==> src/rtl/param_add_unit.sv <==
// ---------------------------------------------------------------------------
// param_add_unit
//
// Two-stage pipelined add/subtract/accumulate unit with valid/ready
// handshakes on both sides. Stage 1 captures the operation and operands.
// Stage 2 computes the result and holds it until the consumer takes it.
// The SAT parameter chooses between saturating and modular arithmetic.
//
// Parameters
//   WIDTH   operand/result width in bits (2..32)
//   SAT     1 = saturating results, 0 = modular wrap
//
// Ports
//   clk        single clock, all state updates on the rising edge
//   rst_n      asynchronous active-low reset
//   in_valid   operand transaction offered
//   in_ready   unit can accept a transaction this cycle
//   op         00 ADD, 01 SUB, 10 ACC, 11 CLR
//   a, b       operands (b ignored for ACC and CLR)
//   out_valid  result available
//   out_ready  consumer accepts the result
//   y          result
//   cy         carry (ADD/ACC), borrow (SUB), 0 for CLR
//   txn_cnt    count of accepted input transactions (wraps)
// ---------------------------------------------------------------------------
module param_add_unit #(
    parameter int WIDTH = 4,
    parameter int SAT   = 0
) (
    input  logic             clk,
    input  logic             rst_n,
    input  logic             in_valid,
    output logic             in_ready,
    input  logic [1:0]       op,
    input  logic [WIDTH-1:0] a,
    input  logic [WIDTH-1:0] b,
    output logic             out_valid,
    input  logic             out_ready,
    output logic [WIDTH-1:0] y,
    output logic             cy,
    output logic [15:0]      txn_cnt
);

    typedef enum logic [1:0] {
        OP_ADD = 2'b00,
        OP_SUB = 2'b01,
        OP_ACC = 2'b10,
        OP_CLR = 2'b11
    } op_e;

    localparam bit SAT_EN = (SAT != 0);

    // Stage 1 registers
    logic             r_s1Valid;
    op_e              r_s1Op;
    logic [WIDTH-1:0] r_s1A;
    logic [WIDTH-1:0] r_s1B;

    // Stage 2 registers and architectural state
    logic             r_outValid;
    logic [WIDTH-1:0] r_y;
    logic             r_cy;
    logic [WIDTH-1:0] r_acc;
    logic [15:0]      r_txnCnt;

    // Handshake and datapath wires
    logic             w_s2Ready;
    logic             w_advance;
    logic             w_accept;
    logic [WIDTH:0]   w_opSum;
    logic [WIDTH:0]   w_diff;
    logic [WIDTH:0]   w_accSum;
    logic [WIDTH-1:0] w_y;
    logic             w_cy;
    logic [WIDTH-1:0] w_accNext;

    // Stage 2 can take new data when it is empty or its result is leaving.
    // Stage 1 can take new data when it is empty or it is moving into
    // stage 2, which makes in_ready independent of in_valid.
    assign w_s2Ready = !r_outValid || out_ready;
    assign w_advance = r_s1Valid && w_s2Ready;
    assign in_ready  = !r_s1Valid || !r_outValid || out_ready;
    assign w_accept  = in_valid && in_ready;

    // The extra top bit of the difference is the borrow, i.e. a < b.
    assign w_opSum  = {1'b0, r_s1A} + {1'b0, r_s1B};
    assign w_diff   = {1'b0, r_s1A} - {1'b0, r_s1B};
    assign w_accSum = {1'b0, r_acc} + {1'b0, r_s1A};

    // Result computation for the operation sitting in stage 1. The
    // accumulator's next value is the ACC result itself, so a saturated
    // accumulator stays at all-ones until a CLR arrives.
    always_comb begin
        w_y       = '0;
        w_cy      = 1'b0;
        w_accNext = r_acc;
        unique case (r_s1Op)
            OP_ADD: begin
                w_cy = w_opSum[WIDTH];
                w_y  = (SAT_EN && w_cy) ? '1 : w_opSum[WIDTH-1:0];
            end
            OP_SUB: begin
                w_cy = w_diff[WIDTH];
                w_y  = (SAT_EN && w_cy) ? '0 : w_diff[WIDTH-1:0];
            end
            OP_ACC: begin
                w_cy      = w_accSum[WIDTH];
                w_y       = (SAT_EN && w_cy) ? '1 : w_accSum[WIDTH-1:0];
                w_accNext = w_y;
            end
            OP_CLR: begin
                w_y       = '0;
                w_cy      = 1'b0;
                w_accNext = '0;
            end
            default: begin
                w_y       = '0;
                w_cy      = 1'b0;
                w_accNext = r_acc;
            end
        endcase
    end

    // Stage 1: whenever it has room it reloads from the input side, so an
    // idle input cycle simply empties it.
    always_ff @(posedge clk or negedge rst_n) begin
        if (!rst_n) begin
            r_s1Valid <= 1'b0;
            r_s1Op    <= OP_ADD;
            r_s1A     <= '0;
            r_s1B     <= '0;
        end else if (in_ready) begin
            r_s1Valid <= in_valid;
            if (in_valid) begin
                r_s1Op <= op_e'(op);
                r_s1A  <= a;
                r_s1B  <= b;
            end
        end
    end

    // Stage 2 and accumulator: everything freezes while the result is
    // stalled. The accumulator only changes as its transaction moves on,
    // so back-to-back ACCs each see the previous result.
    always_ff @(posedge clk or negedge rst_n) begin
        if (!rst_n) begin
            r_outValid <= 1'b0;
            r_y        <= '0;
            r_cy       <= 1'b0;
            r_acc      <= '0;
        end else if (w_s2Ready) begin
            r_outValid <= r_s1Valid;
            if (r_s1Valid) begin
                r_y   <= w_y;
                r_cy  <= w_cy;
                r_acc <= w_accNext;
            end
        end
    end

    // Accepted-transaction counter, wraps naturally at 16 bits
    always_ff @(posedge clk or negedge rst_n) begin
        if (!rst_n) begin
            r_txnCnt <= '0;
        end else if (w_accept) begin
            r_txnCnt <= r_txnCnt + 16'd1;
        end
    end

    assign out_valid = r_outValid;
    assign y         = r_y;
    assign cy        = r_cy;
    assign txn_cnt   = r_txnCnt;

endmodule

==> config.mk <==
export PLATFORM = sky130hd
export DESIGN_NAME = param_add_unit
export DESIGN_NICKNAME = d
export VERILOG_FILES = /design/src/rtl/param_add_unit.sv
export SDC_FILE = /design/constraint.sdc
export NUM_CORES = 1
export LEC_CHECK = 0
export CORE_AREA = 2 2 86 104
export DETAILED_ROUTE_END_ITERATION = 6
export DIE_AREA = 0 0 88 106
export GPL_TIMING_DRIVEN = 0
export PLACE_DENSITY = 0.49
export SLEW_MARGIN = 40
export SYNTH_ARGS = -nofsm -noshare
export SYNTH_HDL_FRONTEND = slang
export SYNTH_SLANG_ARGS = --single-unit
==> constraint.sdc <==
create_clock -name clk -period 2.2 [get_ports clk]
set_clock_uncertainty 0.1 [all_clocks]
set_input_delay 0.44 -clock clk [delete_from_list [all_inputs] [get_ports clk]]
set_output_delay 0.44 -clock clk [all_outputs]
set_load 0.03 [all_outputs]
# ---- Yosys cells after proc, flatten, opt, wreduce, memory -nomap -nowiden
# Index checks and enable logic that the tools add are counted.
dict set report word_totals {
  ff_bits 37
  out_inout_bits 23
  wordCells 30
}
dict set report classes {
  n_addsub 4
  n_eq_ne 3
  mux 3
  reduce_logical 11
}
# op n
set op_table {}
lappend op_table {{$add 16x1->16 const B} 1}
lappend op_table {{$pmux 4 s4} 1}
lappend op_table {{$add 4x4->5} 2}
lappend op_table {{$pmux 4 s2} 1}
lappend op_table {{$sub 4x4->5} 1}
lappend op_table {{$eq 2x2->1 const B} 2}
lappend op_table {{$pmux 1 s4} 1}
lappend op_table {{$reduce_and 2->1} 2}
lappend op_table {{$logic_or 1x1->1} 3}
lappend op_table {{$reduce_and 3->1} 1}
lappend op_table {{$eq 2x1->1 const B} 1}
lappend op_table {{$logic_not 1->1} 2}
lappend op_table {{$logic_not 2->1} 1}
lappend op_table {{$reduce_bool 2->1} 1}
lappend op_table {{$logic_and 1x1->1} 1}

# ---- Longest topological paths before layout
# Gate-level depths: netlist of the first run.
dict set report depth {
  ltp_word 4
  mapped_depth 8
  ltp_nobuf 8
}

# ---- Least setup slack after synthesis of the first run
# Ideal clock, no wire load.
dict set report synth_timing {
  kind {register to register}
  startpoint {register r_s1A[1]}
  endpoint {register r_y[3] (netlist: y[3])}
  setup_ns 0.132
  t_arrival_ns 1.605
  required_time_ns 1.968
  setup_slack_ns 0.363
  path_stages_with_launch 7
  n_path_buf 0
  period_less_slack_ns 1.837
  cell_sequence {dfrtp_1 ha_1 a21o_1 a21oi_2 xor2_1 nor3_1 or3b_1}
}
dict set report synth_via {
  elab_chain_len 2
  word_cells_on_any_way 4
}
# element line_no
set synth_lines {}
lappend synth_lines {{start: declaration} 56} ;# logic [WIDTH-1:0] r_s1A;
lappend synth_lines {{start signal: assignment} 130} ;# r_s1A <= '0;
lappend synth_lines {{start signal: assignment} 136} ;# r_s1A <= a;
lappend synth_lines {{$add 4x4->5, or another cell as far along} 88} ;# assign w_accSum = {1'b0, r_acc} + {1'b0, r_s1A};
lappend synth_lines {{$pmux 4 s4 (*)} 97} ;# unique case (r_s1Op)
lappend synth_lines {{end signal: assignment} 154} ;# r_y <= w_y;
lappend synth_lines {{end: declaration} 61} ;# logic [WIDTH-1:0] r_y;
# Mark *: on every way between the ends. The rest lies on a longest branch, timed or not.
# A chain may end at the register's enable or synchronous reset.

# ---- Final worst setup path of the first run
dict set report layout_timing {
  startpoint {input port out_ready}
  endpoint {output port in_ready}
}
dict set report layout_via {
  elab_chain_len 1
}
# element line_no
set layout_lines {}
lappend layout_lines {{start: declaration} 38} ;# input logic out_ready,
lappend layout_lines {{$logic_or 1x1->1} 82} ;# assign in_ready = !r_s1Valid || !r_outValid || out_ready;
lappend layout_lines {{end: declaration} 33} ;# output logic in_ready,
# No other way between the ends.

==> metrics.md, run 1 <==
| Metric | Value |
|---|---|
| Outcome | completed |
| Die area | 9328 µm² |
| Pleak | 1.158 nW |
| Final TNS setup | 0 ns |
| Final Cell Area | 2611 µm² |
| Max stage delay on crit path | 0.41 ns |
| Gr usage total | 0.09847 |
| Fraction of registers with async set/reset | 1.000 |
| Ant diodes | 0 |
| Drt total wl | 4.050 mm |
| CORE AREA | 8379 µm² |
| Syn_nets | 206 |
| Die W | 88 µm |
| GRT overflow | 0 |
| Non-Filler Instances | 337 |
| CTS Buffer Depth | 2 |
| Initial DRT Pass Iterations | 4 |
| Crit path buf inv count | 2 |
| Die Y | 106 µm |
| Largest delay share family, worst path | buffers and inverters |
| Root Buffer | clkbuf_8 |
| EDFF count, synth | 0 |
| ANT nets after route | 0 |
| Critical path cell sequence | clkdlybuf4s50_1, nand3b_2, dlygate4sd2_1 |
| Final setup vio count | 0 |
| Critical path peak fanout | 7 |
| Slew Viols, Final | 0 |
| Worst Hold Class | input pin to asynchronous set/reset pin |
| Startpoint types | input pin |
| Clock slew at reported path FFs | 0.08 ns |
| Period utilization | 0.9644 |
| Critical Path RT | 1.66 ns |
| Post-Synthesis Cell Area | 2026 µm² |
| Minimum clock period | 2.122 ns |
| DR iter-0 viols | 37 |
| Largest net degree at the start of global routing | 38 |
| PD cells | 948.3 nW/µm² |
| Reg-to-reg slack, setup | 0.24 ns |
| Vias per cell | 4.074 |
| Dpl hpwl | 3.030 mm |
| Post-route DRC | 0 |
| Slew @ Worst Pin | 0.4791 ns |
| Fin nets | 249 |
| CP Capture Type | output port |
| Relative slew slack | 0.6806 |
| Port bufs | 36 |
| Crit path kind | input pin to output port |
| Maxcap violations | 0 |
| Synth cell types | 41 |
| YS warnings | 0 |
| Global-route wire length before repair | 7.141 mm |
| Initial antenna violation count | 0 |
| TritonCTS Buffers | 5 |
| Register area share after synthesis | 0.4571 |
| Starting Density | 0.2418 |
| Unrepaired setup endpoints after global routing | false |
| Skew-Pair Late Insertion Delay | 0.29 ns |
| Hold-fix buffers, CTS | 0 |
| Slowest stage cell, crit path | clkdlybuf4s50_1 |
| CP arrival | 1.58 ns |
| WL/cell | 12.02 µm |
| P&R area growth vs syn | 28.91% |
| Clock tree sinks | 37 |
| Cells after DPL | 329 |
| Peak VDD IR | 0.4017 mV |
| Num ports | 37 |
| Layout cells sized above 1 | 0.1591 |
| Highest Clock Rate | 471.3 MHz |
| Cells after synthesis | 176 |
| Avg Cell Area, Syn | 11.51 µm² |
| Vias in the first global route | 1,445 |
| Final Hold Fails | 0 |
| Most common cell after layout, fill and taps aside | dfrtp_1 |
| Area post-placement | 2530 µm² |
| TritonCTS clock tree | built |
| Crit path depth | 3 |
| Most frequent cells in the layout | 37 x dfrtp_1, 34 x clkdlybuf4s50_1, 13 x nand2_1, 13 x ha_1 |
| Post-synth top flop | dfrtp_1 |
| FF-to-FF path depth | 6 |
| H-tree depth | 2 |
| Gpl congestion | 0.7511 |
| Row cnt | 37 |
| #FFs+latches synth | 37 |
| Via count | 1,373 |
-- final timing paths --
check | to | startpoint
setup / recovery | in_ready | out_ready
hold / removal | y[0] | rst_n
setup reg to reg | y[3] | r_s1A[1]
hold reg to reg | y[1] | y[1]
max in group asynchronous | txn_cnt[2] | rst_n
min in group clk | y[1] | y[1]
-- synth_stat cells, drive strengths merged, types with 3 or more instances --
cell type	n	area, µm²
nand4	3	33.78
o21ai	10	50.04
mux2	12	135.1
buf	4	28.78
nand2b	5	31.28
mux2i	3	30.03
and3	3	18.77
xor2	8	77.58
nor2b	3	23.78
nand2	13	48.80
nand3	9	50.05
nor2	6	30.03
ha	13	162.7
inv	12	45.04
a21oi	4	23.77
a21o	3	22.52
fa	3	60.06
xnor2	10	87.58
dfrtp	37	925.9
-- layout make-up --
cell class	count	area (µm²)
multi-input combinational	123	1026
clock buffer	6	72.57
buffer	4	28.78
inverter	12	45.04
fill	850	5768
clock inverter	2	10.01
timing repair buffer	36	356.6
tap	117	146.4
sequential	37	925.9
-- metal layers --
metal | wire [µm] | part of all wire | up-vias | GRT usage
met5 | 0 | 0 | - | 0
met4 | 68 | 0.017 | 0 | 0.03626
met3 | 193 | 0.048 | 5 | 0.03183
met2 | 1998 | 0.49 | 23 | 0.1537
met1 | 1790 | 0.44 | 659 | 0.1262
li1 | - | - | 686 | -
-- logic make-up after synthesis --
family / count (synthesis) / share of synthesized area
multiplexers: 15 / 0.08153
XOR/XNOR: 18 / 0.08153
AND/OR/NAND/NOR: 50 / 0.1489
flip-flops: 37 / 0.4571
buffers and inverters: 16 / 0.03644
adder cells (fa/ha/maj): 16 / 0.1099
AO/OA/AOI/OAI: 24 / 0.08462
-- registers in the layout, summed over array words and instances (netlist names) --
name,flops
y,4
r_s1Op,2
r_s1B,4
r_s1Valid,1
r_acc,4
cy,1
out_valid,1
txn_cnt,16
r_s1A,4
-- repair_timing --
item | CTS | global route
gates resized for setup | 1 | 1
setup buffers | 0 | 0
setup endpoints to repair | 1 | 1
gates cloned | 0 | 0
-- where the power goes --
group / switching, W / internal (W) / total, W
sequential: 0.000147 / 0.000838 / 0.000985
combinational: 0.000546 / 0.000482 / 0.00103
clock: 0.000243 / 0.000220 / 0.000463
-- metrics by stage --
step	setup slack, ns	hold WS, ns	utilization	total power [W]
floorplan	0.3635	0.04441	-	0.001678
global placement	-0.3896	0.3642	0.3022	0.002036
detailed placement	-0.1834	0.3393	0.3019	0.002044
CTS	0.05358	0.01732	0.3116	0.002519
global route	0.01685	0.04857	0.3116	0.002664
finish	0.07830	0.001032	0.3116	0.002476
Note: power is estimated with default switching activity, not from simulation.
==> run 2, diff against run 1 <==
Settings changed: CORE_AREA 2 2 86 104 to 2 2 73 89, DIE_AREA 0 0 88 106 to 0 0 75 91, PLACE_DENSITY 0.49 to 0.62.
==> run 2 against run 1 <==
Final cell count decreased by 11%. Clock-buffer cell count is 1 higher. Utilization is 12 points higher. Register-to-register slack got worse by 0.03 ns.
==> metrics.md, run 2 (synthesis gave the netlist of run 1 again) <==
| Metric | Value |
|---|---|
| Layout cells sized above 1 | 0.1553 (-0.003840) |
| Initial antenna violation count | 0 (unchanged) |
| DR iter-0 viols | 40 (+8.1%) |
| Crit path kind | input pin to output port |
| CTS Buffer Depth | 2 (unchanged) |
| TritonCTS Buffers | 5 (unchanged) |
| Skew-Pair Late Insertion Delay | 0.28 ns (about the same) |
| H-tree depth | 2 (unchanged) |
| Non-Filler Instances | 301 (-11%) |
| Max reg flops | 16 (unchanged) |
| Post-Route M1 WL | 1.578 mm (-12%) |
| Gr usage total | 0.1278 (+0.02933) |
| Root Buffer | clkbuf_8 |
| Maxcap violations | 0 (unchanged) |
| ANT nets after route | 0 (unchanged) |
| Met3 routed WL | 226 µm (+17%) |
| Clock power share | 0.192 (+0.005) |
| Setup crit start | out_ready |
| Initial DRT Pass Iterations | 4 (unchanged) |
| Most frequent cells in the layout | 37 x dfrtp_1, 34 x clkdlybuf4s50_1, 13 x nand2_1, 13 x ha_1 |
| Slew Viols, Final | 0 (unchanged) |
| Critical path peak fanout | 7 (unchanged) |
| TritonCTS clock tree | built |
| Final Hold Fails | 0 (unchanged) |
| CP arrival | 1.58 ns (about the same) |
| Fin nets | 249 (unchanged) |
| Vias in the first global route | 1,431 (-0.97%) |
| Post-route DRC | 0 (unchanged) |
| Cells after DPL | 294 (-11%) |
| Die W | 75 µm (-15%) |
| Gpl congestion | 0.7568 (+0.76%) |
| PD cells | 965.3 nW/µm² (+1.8%) |
| Sw Ratio | 0.3686 (-0.009807) |
| Met2 WL post-DR | 1.873 mm (-6.3%) |
| Ant diodes | 0 (unchanged) |
| Relative slew slack | 0.6899 (+0.009258) |
| Drt total wl | 3.738 mm (-7.7%) |
| P&R area growth vs syn | 26.93% |
| Worst reg2reg path startpoint | r_s1A[0] |
| Vias per cell | 4.605 (+13%) |
| Die area | 6825 µm² (-27%) |
| Port bufs | 36 (unchanged) |
| Clock slew at reported path FFs | 0.07 ns (about the same) |
| Switching Power | 0.0009149 W (-2.4%) |
| Combinational Power Share | 0.411 (-0.004) |
| GRT overflow | 0 (unchanged) |
| Slew @ Worst Pin | 0.4652 ns (-0.01389 ns) |
| Num ports | 37 (unchanged) |
| Global-route wire length before repair | 6.741 mm (-5.6%) |
| Largest net degree at the start of global routing | 38 (unchanged) |
| Reg power frac | 0.397 (about the same) |
| Unrepaired setup endpoints after global routing | false |
| Period utilization | 0.9617 (-0.002675) |
| Most common cell after layout, fill and taps aside | dfrtp_1 |
| Dpl hpwl | 2.844 mm (-6.1%) |
| CORE AREA | 5934 µm² (-29%) |
| Die Y | 91 µm (-14%) |
| Final core area utilization | 0.4333 (+0.1216) |
| Hold-fix buffers, CTS | 0 (unchanged) |
| Outcome | completed |
| P_int | 0.001567 W (+1.8%) |
| Peak VDD IR | 0.6691 mV (+67%) |
| Final setup vio count | 0 (unchanged) |
| Minimum clock period | 2.116 ns (-0.005884 ns) |
| Clock tree sinks | 37 (unchanged) |
| Startpoint types | input pin |
| WL/cell | 12.42 µm (+3.3%) |
| Final Cell Area | 2571 µm² (-1.5%) |
| Highest Clock Rate | 472.6 MHz (+0.28%) |
| Starting Density | 0.3413 (+0.09960) |
| Worst Hold Class | input pin to asynchronous set/reset pin |
| Row cnt | 31 (-16%) |
| Post-CTS Resized | 1 (unchanged) |
| CP Capture Type | output port |
| Pleak | 1.157 nW (about the same) |
| Post-CTS Setup Bufs | 0 (unchanged) |
| Top sig layer | met4 |
| Area post-placement | 2486 µm² (-1.7%) |
| Via count | 1,386 (+0.95%) |
| Critical Path RT | 1.66 ns (about the same) |
[run 2: cell types whose count changed in the layout (fill, tap and decap cells not counted)]
cell      change
o311ai_0      +1
clkinv_2      -2
o311ai_1      -1
clkbuf_8      +1
[run 2: path summary, 6_finish.rpt]
kind | end | slack, ns | cells past startpoint
worst max register to register | cy | 0.21 | 6
min in group clk | txn_cnt[15] | 0.38 | 1
worst min register to register | txn_cnt[15] | 0.38 | 1
max in group asynchronous | txn_cnt[5] | 1.67 | 1
worst max-delay path | in_ready | 0.08 | 3
worst min-delay path | txn_cnt[10] | 0.005 | 1
[run 2: worst max-delay path, cell delays in order]
cell and delay, ns:
clkdlybuf4s50_1 0.41, nand3b_2 0.31, dlygate4sd2_1 0.41
[run 2: layout make-up]
cell class	count	area, µm²
Buffer	4	28.78
Clock buffer	7	86.33
Fill cell	587	3363
Inverter	12	45.04
Multi-Input combinational cell	123	1026
Sequential cell	37	925.9
Tap cell	82	102.6
Timing Repair Buffer	36	356.6
[run 2: routing by layer]
metal / vias to the layer above / GRT usage
li1: 687 / -
met1: 664 / 0.1582
met2: 29 / 0.2061
met3: 6 / 0.04329
met4: 0 / 0.04018
met5: - / 0
[run 2: power by group through the flow]
stage	clock [W]	combinational [W]	sequential, W
detailed placement	0	0.00104	0.000999
global placement	0	0.00102	0.000998
global route	0.000536	0.00114	0.00102
CTS	0.000497	0.00104	0.000989
floorplan	0	0.000517	0.00116
finish	0.000477	0.00102	0.000985
[run 2: stage by stage]
step	setup TNS, ns	power, W	hold WS [ns]	setup slack (ns)
after global routing	0	0.002695	0.03326	0.003932
after floorplan	0	0.001678	0.04441	0.3635
final	0	0.002482	0.004880	0.08419
after CTS	0	0.002529	0.02219	0.06689
after detailed placement	-0.1820	0.002040	0.3311	-0.1820
after global placement	-12.09	0.002019	0.3681	-0.3241
==> run 3, diff against run 2 <==
Settings changed: CORE_AREA 2 2 73 89 to 5 5 76 92, DIE_AREA 0 0 75 91 to 0 0 81 97, SKIP_LAST_GASP set to 1.
==> run 3 against run 2 <==
Maximum frequency rose by 0.15%. Design area fell by 0.49%. Clock-buffer cell count fell by 2. Flip-flop and latch count did not move. Clock power fell by 9.0%. Final cell count fell by 0.33%. Combinational power barely moved. Power fell by 1.5%. Critical path depth did not move. Utilization fell by 0.49 points. Die area rose by 15%. Hold slack improved by 0.0045 ns.
==> metrics.md, run 3 (synthesis gave the netlist of run 1 again) <==
| Metric | Value |
|---|---|
| Outcome | completed |
| Global-route wire length before repair | 6.748 mm (+0.10%) |
| Combinational Power Share | 0.421 (+0.010) |
| Die area | 7857 µm² (+15%) |
| Drt total wl | 3.883 mm (+3.9%) |
| Minimum clock period | 2.113 ns (-0.003190 ns) |
| Setup crit start | out_ready |
| Crit path kind | input pin to output port |
| Sw Ratio | 0.3753 (+0.006655) |
| Clock power share | 0.178 (-0.014) |
| Gr usage total | 0.1090 (-0.01879) |
| Initial DRT Pass Iterations | 4 (unchanged) |
| Startpoint types | input pin |
| Reg power frac | 0.402 (+0.005) |
| Root Buffer | clkbuf_8 |
| Final setup vio count | 0 (unchanged) |
| Clock tree sinks | 37 (unchanged) |
| Die W | 81 µm (+8.0%) |
| DR iter-0 viols | 49 (+23%) |
| ANT nets after route | 0 (unchanged) |
| Final Hold Fails | 0 (unchanged) |
| Port bufs | 36 (unchanged) |
| End of the critical path | in_ready |
| Starting Density | 0.3391 (-0.002217) |
| Most frequent cells in the layout | 37 x dfrtp_1, 34 x clkdlybuf4s50_1, 13 x nand2_1, 13 x ha_1 |
| Num ports | 37 (unchanged) |
| Reg-to-reg slack, setup | 0.18 ns (-0.03 ns) |
| Worst Hold Class | input pin to asynchronous set/reset pin |
| Highest Clock Rate | 473.3 MHz (+0.15%) |
| Vias per cell | 4.637 (+0.70%) |
| Hold Slack | 0.009399 ns (+0.004518 ns) |
| Skew-Pair Late Insertion Delay | 0.28 ns (about the same) |
| Worst reg2reg path startpoint | r_s1A[0] |
| Critical path peak fanout | 7 (unchanged) |
| Fin nets | 249 (unchanged) |
| Unrepaired setup endpoints after global routing | false |
| Total Power | 0.002446 W (-1.5%) |
| P_int | 0.001528 W (-2.5%) |
| FF-to-FF End | cy |
| Period utilization | 0.9603 (-0.001450) |
| Row cnt | 31 (unchanged) |
| Die Y | 97 µm (+6.6%) |
| CP arrival | 1.57 ns (about the same) |
| Layout cells sized above 1 | 0.1560 (+0.0007122) |
| Clock slew at reported path FFs | 0.07 ns (about the same) |
| Fin worst setup slack | 0.08738 ns (+0.003190 ns) |
| GRT overflow | 0 (unchanged) |
| Max reg flops | 16 (unchanged) |
| Switching Power | 0.0009178 W (+0.31%) |
| CORE AREA | 5973 µm² (+0.65%) |
| PD cells | 955.8 nW/µm² (-0.99%) |
| Post-route DRC | 0 (unchanged) |
| Relative slew slack | 0.6779 (-0.01198) |
| Dpl hpwl | 2.912 mm (+2.4%) |
| P&R area growth vs syn | 26.31% |
| Area post-placement | 2486 µm² (unchanged) |
| Initial antenna violation count | 0 (unchanged) |
| WL/cell | 12.94 µm (+4.2%) |
| Gpl congestion | 0.7430 (-1.8%) |
| Hold-fix buffers, CTS | 0 (unchanged) |
| Slew @ Worst Pin | 0.4832 ns (+0.01796 ns) |
| Maxcap violations | 0 (unchanged) |
| Ant diodes | 0 (unchanged) |
| Slew Viols, Final | 0 (unchanged) |
| Pleak | 1.152 nW (-0.39%) |
| Vias in the first global route | 1,432 (+0.070%) |
| Via count | 1,391 (+0.36%) |
| FF-to-FF path depth | 6 (unchanged) |
| CTS Buffer Depth | 2 (unchanged) |
| TritonCTS Buffers | 5 (unchanged) |
| Largest net degree at the start of global routing | 38 (unchanged) |
| TritonCTS clock tree | built |
| Peak VDD IR | 0.7457 mV (+11%) |
| H-tree depth | 2 (unchanged) |
| Final Cell Area | 2559 µm² (-0.49%) |
| Most common cell after layout, fill and taps aside | dfrtp_1 |
| Place WS | -0.1713 ns (+0.01063 ns) |
| CP Capture Type | output port |
| Critical Path RT | 1.66 ns (about the same) |
## run 3: what timing repair did
action / in CTS / in global routing
setup buffers: 0 / 0
endpoints found under the setup margin: 1 / 0
resized for setup: 1 / 0
## run 3: power by group through the flow
stage / registers [W] / clock network (W) / logic, W
2_1_floorplan: 0.00116 / 0 / 0.000517
3_3_place_gp: 0.000999 / 0 / 0.00102
3_5_place_dp: 0.000999 / 0 / 0.00104
4_1_cts: 0.000987 / 0.000458 / 0.00105
5_1_grt: 0.00101 / 0.000482 / 0.00114
6_report: 0.000982 / 0.000434 / 0.00103
## run 3: per-stage QoR
stage	TNS, ns	util	cells
CTS	0	0.4284	300
floorplan	0	-	176
global placement	-12.73	0.4166	294
finish	0	0.4284	300
detailed placement	-0.1713	0.4162	294
global route	0	0.4284	300
## run 3: worst min path at each step
stage	to	depth (start not counted)
floorplan	cy	0
global placement	y[2]	2
detailed placement	txn_cnt[15]	1
CTS	txn_cnt[10]	1
global route	txn_cnt[10]	1
finish	txn_cnt[8]	1
## run 3: worst max-delay path, stage by stage
cell             delay [ns]
clkdlybuf4s50_1        0.40
nand3b_2               0.31
dlygate4sd2_1          0.41
## run 3: layer usage
layer / global-route usage / wire length (µm) / vias to the layer above / part of all wire
met5: 0 / 0 / - / 0
met4: 0.03901 / 48 / 0 / 0.012
met3: 0.03996 / 220 / 5 / 0.057
met2: 0.1714 / 1986 / 28 / 0.51
met1: 0.1352 / 1628 / 675 / 0.42
li1: - / - / 683 / -
## run 3: final cells by class
| class | instances | area, µm² |
|---|---|---|
| sequential | 37 | 925.9 |
| fill | 600 | 3415 |
| clock inverter | 1 | 5.005 |
| timing repair buffer | 36 | 356.6 |
| clock buffer | 5 | 68.82 |
| inverter | 12 | 45.04 |
| multi-input combinational | 123 | 1026 |
| buffer | 4 | 28.78 |
| tap | 82 | 102.6 |
